===== config.mk =====
export PLATFORM = sky130hd
export DESIGN_NAME = bin2bcd_seq_flat
export DESIGN_NICKNAME = d
export VERILOG_FILES = /design/src/rtl/bin2bcd_if.sv /design/src/rtl/bin2bcd_seq.sv /design/src/flat_wrapper.sv
export SDC_FILE = /design/constraint.sdc
export NUM_CORES = 1
export LEC_CHECK = 0
export BUFFER_PORTS_ARGS = -buffer_cell sky130_fd_sc_hd__buf_2
export CAP_MARGIN = 20
export CORE_MARGIN = 2
export CORE_UTILIZATION = 56
export CTS_CLUSTER_DIAMETER = 200
export DETAILED_ROUTE_END_ITERATION = 8
export GPL_TIMING_DRIVEN = 0
export PLACE_DENSITY = 0.78
export SLEW_MARGIN = 20
export SYNTH_ARGS = -nofsm -noshare
export SYNTH_HDL_FRONTEND = slang
export SYNTH_SLANG_ARGS = --single-unit

===== constraint.sdc =====
create_clock -name clk -period 1.7 [get_ports clk]
set_input_delay 0.34 -clock clk [delete_from_list [all_inputs] [get_ports clk]]
set_output_delay 0.34 -clock clk [all_outputs]
set_load 0.02 [all_outputs]

===== src/rtl/bin2bcd_if.sv =====
// Handshake and result bundle between a requester and bin2bcd_seq.
// The requester drives start/bin; the converter returns busy/done/bcd/ovf.
interface bin2bcd_if #(
  parameter int BIN_W  = 8,
  parameter int DIGITS = 3
);
  logic                  start;
  logic [BIN_W-1:0]      bin;
  logic                  busy;
  logic                  done;
  logic [4*DIGITS-1:0]   bcd;
  logic                  ovf;

  modport master (output start, bin, input busy, done, bcd, ovf);
  modport slave  (input start, bin, output busy, done, bcd, ovf);
endinterface


===== src/rtl/bin2bcd_seq.sv =====
// Sequential double-dabble binary-to-BCD, one bit per clock; done pulses BIN_W+1 cycles after start.
// Start is ignored while busy. Optional BCD_LZ_BLANK_EN replaces leading zero digits with 4'hF.
module bin2bcd_seq #(
  parameter int BIN_W  = 8,
  parameter int DIGITS = 3
) (
  input  logic     clk,
  input  logic     rst_n,
  bin2bcd_if.slave io
);

  localparam int BW = 4 * DIGITS;
  localparam int SW = BW + BIN_W;
  localparam int CW = $clog2(BIN_W + 1);

  localparam logic [1:0] S_IDLE  = 2'd0;
  localparam logic [1:0] S_SHIFT = 2'd1;
  localparam logic [1:0] S_DONE  = 2'd2;

  logic [1:0]    state;
  logic [SW-1:0] sh;
  logic [SW-1:0] adj;
  logic [SW-1:0] sh_next;
  logic          top_bit;
  logic [CW-1:0] cnt;
  logic          ovf_acc;
  logic [BW-1:0] bcd_q;
  logic          ovf_q;
  logic [BW-1:0] result;

`ifdef BCD_LZ_BLANK_EN
  // Digits above the most significant nonzero digit become blank; digit 0 always shows.
  function automatic logic [BW-1:0] blank_lz(input logic [BW-1:0] d);
    logic seen;
    blank_lz = d;
    seen     = 1'b0;
    for (int i = DIGITS - 1; i >= 1; i--) begin
      if (d[4*i +: 4] != 4'd0) seen = 1'b1;
      if (!seen) blank_lz[4*i +: 4] = 4'hF;
    end
  endfunction
`endif

  // Per-digit add-3 correction, no carry between digits, ahead of the shift.
  always_comb begin
    adj = sh;
    for (int i = 0; i < DIGITS; i++) begin
      if (sh[BIN_W + 4*i +: 4] >= 4'd5)
        adj[BIN_W + 4*i +: 4] = sh[BIN_W + 4*i +: 4] + 4'd3;
    end
  end

  assign sh_next = {adj[SW-2:0], 1'b0};
  assign top_bit = adj[SW-1];

`ifdef BCD_LZ_BLANK_EN
  assign result = blank_lz(sh_next[SW-1:BIN_W]);
`else
  assign result = sh_next[SW-1:BIN_W];
`endif

  always_ff @(posedge clk or negedge rst_n) begin
    if (!rst_n) begin
      state   <= S_IDLE;
      sh      <= '0;
      cnt     <= '0;
      ovf_acc <= 1'b0;
      bcd_q   <= '0;
      ovf_q   <= 1'b0;
    end else begin
      case (state)
        S_IDLE: begin
          if (io.start) begin
            sh      <= {{BW{1'b0}}, io.bin};
            cnt     <= CW'(BIN_W);
            ovf_acc <= 1'b0;
            state   <= S_SHIFT;
          end
        end
        S_SHIFT: begin
          sh      <= sh_next;
          ovf_acc <= ovf_acc | top_bit;
          cnt     <= cnt - CW'(1);
          if (cnt == CW'(1)) begin
            bcd_q <= result;
            ovf_q <= ovf_acc | top_bit;
            state <= S_DONE;
          end
        end
        S_DONE: begin
          state <= S_IDLE;
        end
        default: begin
          state <= S_IDLE;
        end
      endcase
    end
  end

  assign io.busy = (state != S_IDLE);
  assign io.done = (state == S_DONE);
  assign io.bcd  = bcd_q;
  assign io.ovf  = ovf_q;

endmodule


===== src/flat_wrapper.sv =====
// flat-port wrapper written by rule: the top's interface ports become plain ports
module bin2bcd_seq_flat 
#(
  parameter int BIN_W  = 8,
  parameter int DIGITS = 3
)
  (clk, rst_n, io_start, io_bin, io_busy, io_done, io_bcd, io_ovf);
  bin2bcd_if #(.BIN_W(BIN_W), .DIGITS(DIGITS)) io_i ();
  input  logic clk;
  input  logic rst_n;
  input wire logic [$bits(io_i.start)-1:0] io_start;
  input wire logic [$bits(io_i.bin)-1:0] io_bin;
  output wire logic [$bits(io_i.busy)-1:0] io_busy;
  output wire logic [$bits(io_i.done)-1:0] io_done;
  output wire logic [$bits(io_i.bcd)-1:0] io_bcd;
  output wire logic [$bits(io_i.ovf)-1:0] io_ovf;
  assign io_i.start = io_start;
  assign io_i.bin = io_bin;
  assign io_busy = io_i.busy;
  assign io_done = io_i.done;
  assign io_bcd = io_i.bcd;
  assign io_ovf = io_i.ovf;
  bin2bcd_seq #(.BIN_W(BIN_W), .DIGITS(DIGITS)) u_core (.clk(clk), .rst_n(rst_n), .io(io_i));
endmodule

==> metrics.csv, run 1 <==
stage,metric,value,unit
synthesis,synthesized area,0.001939,mm2
route,DRC viols,0,
sta,final hold violation count,0,
synthesis,"Seq/Total Area, Yosys",51.61,%
global_route,vias in the first global route,1439,
setup_path,"Max FO, Critical Path",4,
setup_path,worst path bufs/invs,1,
synthesis,Synth area leaders,"dfrtp_1 (52%), o21ai_0 (8.3%), ha_1 (5.2%), nand2_1 (5.0%), a21oi_1 (3.9%)",
route,drt first pass iters,4,
setup_path,Critical Path End Type,flop,
power,PD cells,1931,mW/mm2
clock_network,clock sink total,40,
sta,Final Hold Slack,104.1,ps
setup_path,crit path DAT,1870,ps
die,Die W,62.85,um
power,Max VDD drop,869.6,uV
sta,RSZ-0062 raised after global routing,true,
placement,placed insts,266,
route,drt via density,5.460,
global_route,GRT overflow,0,
synthesis,cells after synthesis,195,
route,Vias,1518,
sta,max-slew violation count,0,
cells_and_area,layout cells sized above 1,26.29,%
die,IO Pins,26,
global_route,busiest grt layer,met2,
route,DRT antenna net count,0,
die,die footprint,0.003950,mm2
clock_network,hold_buf cts,0,
route,Total Wirelength,3798,um
global_route,Overall Global Routing Usage,21.14,%
global_route,met3 GRT Util,5.405,%
setup_path,reg2reg start,u_core.sh[16],
clock_network,H-tree level count,2,
synthesis,register bit total from synthesis,40,
clock_network,CTS tree,done,
setup_path,R2R setup slack,100,ps
die,overall die height,62.85,um
route,WL/cell,13.66,um
synthesis,Yosys top cell by area,dfrtp_1,
sta,fin worst setup slack,103.8,ps
worst_hold_path,HP Class,input pin to asynchronous set/reset pin,
sta,relative slew slack,43.73,%
setup_path,CP Cell Sequence,"inv_1, ha_2, nand2b_1, a21oi_2, mux2i_2, mux2_2",
global_route,GRT met2 Usage,34.68,%
clock_network,total CTS buffers,5,
synthesis,Syn Nets,214,
global_route,first-pass GRT wire length,6486,um
power,leakage,0.001047,uW
run_status,status,"complete, no violations",
setup_path,CP required,1980,ps
die,std cell rows,21,
flow_run,# Max-Cap Violations,0,
sta,endpoints failing setup,0,
cells_and_area,ant diodes,0,
setup_path,CP Launch Type,flop,
synthesis,Ys Warns,0,
clock_network,clk buf depth,2,
setup_path,crit-path leading delay family,multiplexers,
placement,HPWL after detailed placement,2676,um
setup_path,reg-to-reg endpoint,u_core.io.bcd[10],
global_route,met1 layer usage reported by global route,27.25,%
placement,port bufs,25,
global_route,initial antenna violation count,0,
power,Overall Power,4383,uW
route,initial DRC count,52,
clock_network,worst-skew pair later-pin latency,330,ps
sta,worst-margin pin slew,844.1,ps
clock_network,clock root cell,clkbuf_4,
setup_path,Crit path largest cell delay,430,ps
placement,DP Worst Slack,56.81,ps
setup_path,FF-to-FF path depth,6,
sta,fin crit period,1596,ps
sta,Tcrit/Tclk final,93.89,%
setup_path,critical path's slowest cell,dfrtp_1,
die,Core ar.,0.003337,mm2
placement,global placer's final weighted congestion,0.7856,
sta,final clock skew,3.865,ps
synthesis,Mean Syn Cell Area,9.945,um2
cells_and_area,area grow syn2layout,17.03,%
die,Starting Density,58.12,%
setup_path,WS Path Type,flop to flop,
synthesis,post-synth top area share,51.61,%
sta,Max Clk Rate,0.6265,GHz
global_route,largest net degree at the start of global routing,41,
cells_and_area,Total Nets Final,250,
cells_and_area,fin cells,278,
clock_network,"CTS clk-pin slew, worst paths",110,ps
synthesis,unique cell type count in the Yosys netlist,29,
## layer usage
| layer | vias to the layer above | share of wire (%) | wire length [um] |
|---|---|---|---|
| li1 | 746 | - | - |
| met1 | 733 | 47 | 1793 |
| met2 | 32 | 48 | 1806 |
| met3 | 7 | 4.0 | 151 |
| met4 | 0 | 1.2 | 46 |
| met5 | - | 0 | 0 |
## cell families (layout without fill, tap and decap cells)
group           after synthesis  in the layout  synth area share (%)
simple gates                 60             60                 16.90
compound gates               58             58                 16.65
flops                        40             40                 51.61
buf+inv                      19             56                 4.258
fa+ha+maj                     8              8                 5.161
mux                           7              7                 4.064
xor+xnor                      3              3                 1.355
## cells in the final DEF (no fill, tap or decap), types with 3 or more instances in the layout
cell type and count:
nor3b_1 10, a31oi_1 3, buf_4 5, nand2_1 26
clkbuf_4 5, or3b_2 3, o21ai_0 32, inv_1 9
clkbuf_1 4, a21oi_2 3, a22o_1 5, xnor2_1 3
nand2b_1 5, a21oi_1 12, buf_2 27, dfrtp_1 39
ha_1 7, mux2_2 3, nor3_1 4, nor2_1 5
## cell usage after synthesis (all sizes together)
| library cell | instances |
|---|---|
| clkbuf | 4 |
| nor3 | 4 |
| mux2i | 3 |
| a22o | 5 |
| buf | 4 |
| ha | 8 |
| inv | 11 |
| nor2 | 5 |
| nand2 | 27 |
| xnor2 | 3 |
| a21oi | 15 |
| nor3b | 11 |
| dfrtp | 40 |
| nand2b | 5 |
| or3b | 3 |
| mux2 | 4 |
| o21bai | 1 |
| a2bb2oi | 2 |
| or2 | 1 |
| a31oi | 3 |
| nand3b | 1 |
| o21ai | 32 |
| nor2b | 3 |
## registers in the layout (all words and copies together) (netlist names)
| signal | count |
|---|---|
| u_core.cnt | 4 |
| u_core.io.bcd | 12 |
| u_core.io.ovf | 1 |
| u_core.ovf_acc | 1 |
| u_core.sh | 20 |
| u_core.state | 2 |
## where the power goes
group          leakage [uW]  total, uW  switching [uW]  internal [uW]
Sequential         0.000498       1720             350           1370
Clock             0.0000326        485             281            204
Combinational      0.000517       2180            1200            977
## worst max path at each step
stage | end | cells past startpoint | start | slack [ps]
global placement | u_core.io.bcd[10] | 6 | u_core.sh[16] | 90
finish | u_core.io.bcd[10] | 6 | u_core.sh[16] | 100
detailed placement | u_core.io.bcd[10] | 6 | u_core.sh[16] | 60
floorplan | u_core.io.bcd[6] | 6 | u_core.sh[12] | 250
global route | u_core.io.bcd[10] | 6 | u_core.sh[16] | -3
CTS | io_busy | 2 | u_core.state[1] | 5
## final cells by class
type	instances	area, um2
fillers	306	1067
flip-flops and latches	40	1002
multi-input cells	136	885.9
repair buffers	30	168.9
clock buffers	8	58.81
well taps	46	57.56
plain buffers	7	52.55
inverters	11	43.79
## per-stage QoR
stage	cell area [um2]	TNS [ps]	util [%]
2_1_floorplan	1939	0	-
3_3_place_gp	2122	0	63.59
3_5_place_dp	2122	0	63.59
4_1_cts	2196	0	65.80
5_1_grt	2270	-2.505	68.02
6_report	2270	0	68.02
## repair_timing
item                                    4_1_cts  5_1_grt
gates resized for setup                       4       14
setup buffers                                 1        4
pin swaps                                     0        1
endpoints found under the setup margin        2        7
## worst reg2reg max path: stages, from the launching register on
cell	delay (ps)
dfrtp_1	430
inv_1	110
ha_2	210
nand2b_1	100
a21oi_2	210
mux2i_2	300
mux2_2	190
No activity file was read; power rests on OpenSTA's default activity.
==> run 2, diff against run 1 <==
Settings changed: ABC_AREA from default to 1.
==> run 2 against run 1 <==
  * Area after synthesis up 0.58%
  * Sequential power down 6%
  * Sequential share of layout area rose by 1.5 points
  * Critical path type is now flop to output port
  * Largest power group unchanged
==> metrics.csv, run 2 <==
stage,metric,value,unit,change
run_status,status,"complete, no violations",,unchanged
synthesis,"top cells by count, synth","nand2_1 (91), dfrtp_1 (40), inv_1 (24)",,"was dfrtp_1 (40), o21ai_0 (32), nand2_1 (26)"
synthesis,Ys Warns,0,,unchanged
setup_path,Crit path largest cell delay,480,ps,was 430 ps
setup_path,crit-path leading delay family,flip-flops,,was multiplexers
clock_network,H-tree level count,2,,unchanged
placement,port bufs,25,,unchanged
synthesis,unique cell type count in the Yosys netlist,24,,was 29
cells_and_area,most frequent cells in the layout,"nand2_1 (91), dfrtp_1 (40), buf_2 (26)",,"was dfrtp_1 (39), o21ai_0 (32), buf_2 (27)"
clock_network,clk buf depth,2,,unchanged
global_route,vias in the first global route,1507,,was 1439
sta,relative slew slack,42.02,%,was 43.73%
setup_path,worst path bufs/invs,2,,was 1
clock_network,clock root cell,clkbuf_4,,unchanged
synthesis,Mean Syn Cell Area,8.301,um2,was 9.945 um2
power,part of the power in registers,39.9,%,was 39.3%
clock_network,hold_buf cts,0,,unchanged
sta,TNS Setup,0,ps,unchanged
sta,endpoints failing setup,0,,unchanged
synthesis,cells after synthesis,235,,was 195
synthesis,Syn Nets,254,,was 214
power,internal power,2231,uW,was 2552 uW
setup_path,crit path DAT,1230,ps,was 1870 ps
sta,final hold violation count,0,,unchanged
synthesis,synthesized area,0.001951,mm2,was 0.001939 mm2
power,leakage,0.001185,uW,was 0.001047 uW
setup_path,WS Path Type,flop to output port,,was flop to flop
sta,Tcrit/Tclk final,92.23,%,was 93.89%
cells_and_area,Largest register FFs,20,,unchanged
route,metal2 WL,1735,um,was 1806 um
power,Comb power frac,47.4,%,was 49.7%
die,Starting Density,58.46,%,was 58.12%
route,drt via density,5.067,,was 5.460
global_route,first-pass GRT wire length,6603,um,was 6486 um
clock_network,total CTS buffers,5,,unchanged
route,initial DRC count,82,,was 52
global_route,initial antenna violation count,0,,unchanged
power,PD cells,1848,mW/mm2,was 1931 mW/mm2
route,Total Wirelength,3719,um,was 3798 um
die,IO Pins,26,,unchanged
route,M1 WL,1771,um,was 1793 um
route,WL/cell,11.84,um,was 13.66 um
sta,fin crit period,1568,ps,was 1596 ps
synthesis,post-synthesis async set-or-reset flop share,100.0,%,unchanged
sta,Max Clk Rate,0.6378,GHz,was 0.6265 GHz
synthesis,post-synth top area share,51.31,%,was 51.61%
synthesis,most frequent cell after synthesis,nand2_1,,was dfrtp_1
power,Clk pwr share,12.6,%,was 11.1%
cells_and_area,"commonest non-fill, non-tap cell in the layout",nand2_1,,was dfrtp_1
cells_and_area,Total Nets Final,286,,was 250
sta,final clock skew,9.852,ps,was 3.865 ps
synthesis,Yosys top cell by area,dfrtp_1,,unchanged
route,DRT antenna net count,0,,unchanged
synthesis,register bit total from synthesis,40,,unchanged
sta,worst-margin pin slew,869.7,ps,was 844.1 ps
placement,global placer's final weighted congestion,0.8550,,was 0.7856
route,drt first pass iters,4,,unchanged
flow_run,# Max-Cap Violations,0,,unchanged
synthesis,"Seq/Total Area, Yosys",51.31,%,was 51.61%
synthesis,top_reg_cell synth,dfrtp_1,,unchanged
power,Overall Power,4050,uW,was 4383 uW
setup_path,"Max FO, Critical Path",3,,was 4
route,Top Layer Used,met4,,unchanged
cells_and_area,layout cells sized above 1,16.42,%,was 26.29%
setup_path,CP required,1360,ps,was 1980 ps
global_route,GRT overflow,0,,unchanged
die,overall die height,63.02,um,was 62.85 um
cells_and_area,area grow syn2layout,12.38,%,was 17.03%
die,Core ar.,0.003337,mm2,unchanged
setup_path,crit path launch,u_core.state[1],,was u_core.sh[16]
die,die footprint,0.003972,mm2,was 0.003950 mm2
sta,RSZ-0062 raised after global routing,false,,was true
clock_network,CTS tree,done,,unchanged
die,std cell rows,21,,unchanged
global_route,Overall Global Routing Usage,21.45,%,was 21.14%
setup_path,Critical Path End Type,output port,,was flop
clock_network,"CTS clk-pin slew, worst paths",120,ps,was 110 ps
global_route,largest net degree at the start of global routing,41,,unchanged
setup_path,CP Launch Type,flop,,unchanged
cells_and_area,ant diodes,0,,unchanged
synthesis,number of synthesized flops with an enable pin,0,,unchanged
route,Vias,1591,,was 1518
power,total net switching power,1818,uW,was 1831 uW
setup_path,reg2reg start,u_core.sh[12],,was u_core.sh[16]
setup_path,CP Cell Sequence,"inv_1, nor2_1, buf_2",,"was inv_1, ha_2, nand2b_1, a21oi_2, mux2i_2, mux2_2"
cells_and_area,"Most flops, register",u_core.sh,,unchanged
route,DRC viols,0,,unchanged
placement,HPWL after detailed placement,2568,um,was 2676 um
clock_network,Post-CTS Repair Setup Buffers,0,,was 1
clock_network,worst-skew pair later-pin latency,360,ps,was 330 ps
route,met3 WL,128,um,was 151 um
setup_path,critical path's slowest cell,dfrtp_1,,unchanged
clock_network,Post-CTS Resized,0,,was 4
power,Sw Ratio,44.90,%,was 41.78%
power,Max VDD drop,780.8,uV,was 869.6 uV
worst_hold_path,HP Class,input pin to asynchronous set/reset pin,,unchanged
synthesis,Synth area leaders,"dfrtp_1 (51%), nand2_1 (18%), ha_1 (5.1%), nand3_1 (5.1%), inv_1 (4.6%)",,"was dfrtp_1 (52%), o21ai_0 (8.3%), ha_1 (5.2%), nand2_1 (5.0%), a21oi_1 (3.9%)"
clock_network,clock sink total,40,,unchanged
die,Die W,63.02,um,was 62.85 um
sta,max-slew violation count,0,,unchanged
[run 2: stage by stage]
step / setup WS (ps) / instance area (um2) / instances / util, % / hold slack (ps)
floorplan: 400.6 / 1951 / 235 / - / 44.41
global placement: 294.6 / 2133 / 306 / 63.93 / 457.1
detailed placement: 260.0 / 2133 / 306 / 63.93 / 459.5
CTS: 130.9 / 2192 / 314 / 65.69 / 108.9
global route: 31.81 / 2192 / 314 / 65.69 / 143.9
finish: 132.1 / 2192 / 314 / 65.69 / 75.97
[run 2: layer usage]
layer  GRT usage (%)  up-vias
li1                -      812
met1           27.89      739
met2           34.04       32
met3           4.324        8
met4           10.83        0
met5               0        -
[run 2: final timing paths]
kind / slack (ps) / endpoint / cells after the start
setup / recovery: 130 / io_done / 3
hold / removal: 80 / u_core.io.bcd[4] / 1
setup reg to reg: 230 / u_core.io.bcd[5] / 9
hold reg to reg: 480 / u_core.io.bcd[8] / 2
max in group asynchronous: 1080 / u_core.cnt[1] / 1
min in group clk: 190 / u_core.sh[0] / 3
[run 2: power groups by stage]
stage / Clock [uW] / Sequential [uW] / Combinational (uW)
floorplan: 0 / 1750 / 1310
global placement: 0 / 1620 / 1870
detailed placement: 0 / 1630 / 1920
CTS: 517 / 1620 / 1930
global route: 552 / 1680 / 2230
finish: 511 / 1620 / 1920
[run 2: logic make-up (layout without fill, tap and decap cells)]
| kind of cell | Yosys count | after routing | synth area share (%) |
|---|---|---|---|
| buffers and inverters | 32 | 65 | 7.313 |
| adders and majority gates | 8 | 8 | 5.132 |
| and+or+nand+nor | 122 | 122 | 26.75 |
| AOI/OAI and AO/OA | 33 | 33 | 9.493 |
| DFF | 40 | 40 | 51.31 |
[run 2: final cells by class]
class                           instances  area [um2]
Sequential cell                        40        1001
Tap cell                               46       57.56
Clock buffer                            8       58.81
Buffer                                  4       35.03
Timing Repair Buffer                   25       125.1
Inverter                               28       107.6
Fill cell                             311        1145
Multi-Input combinational cell        163       807.0
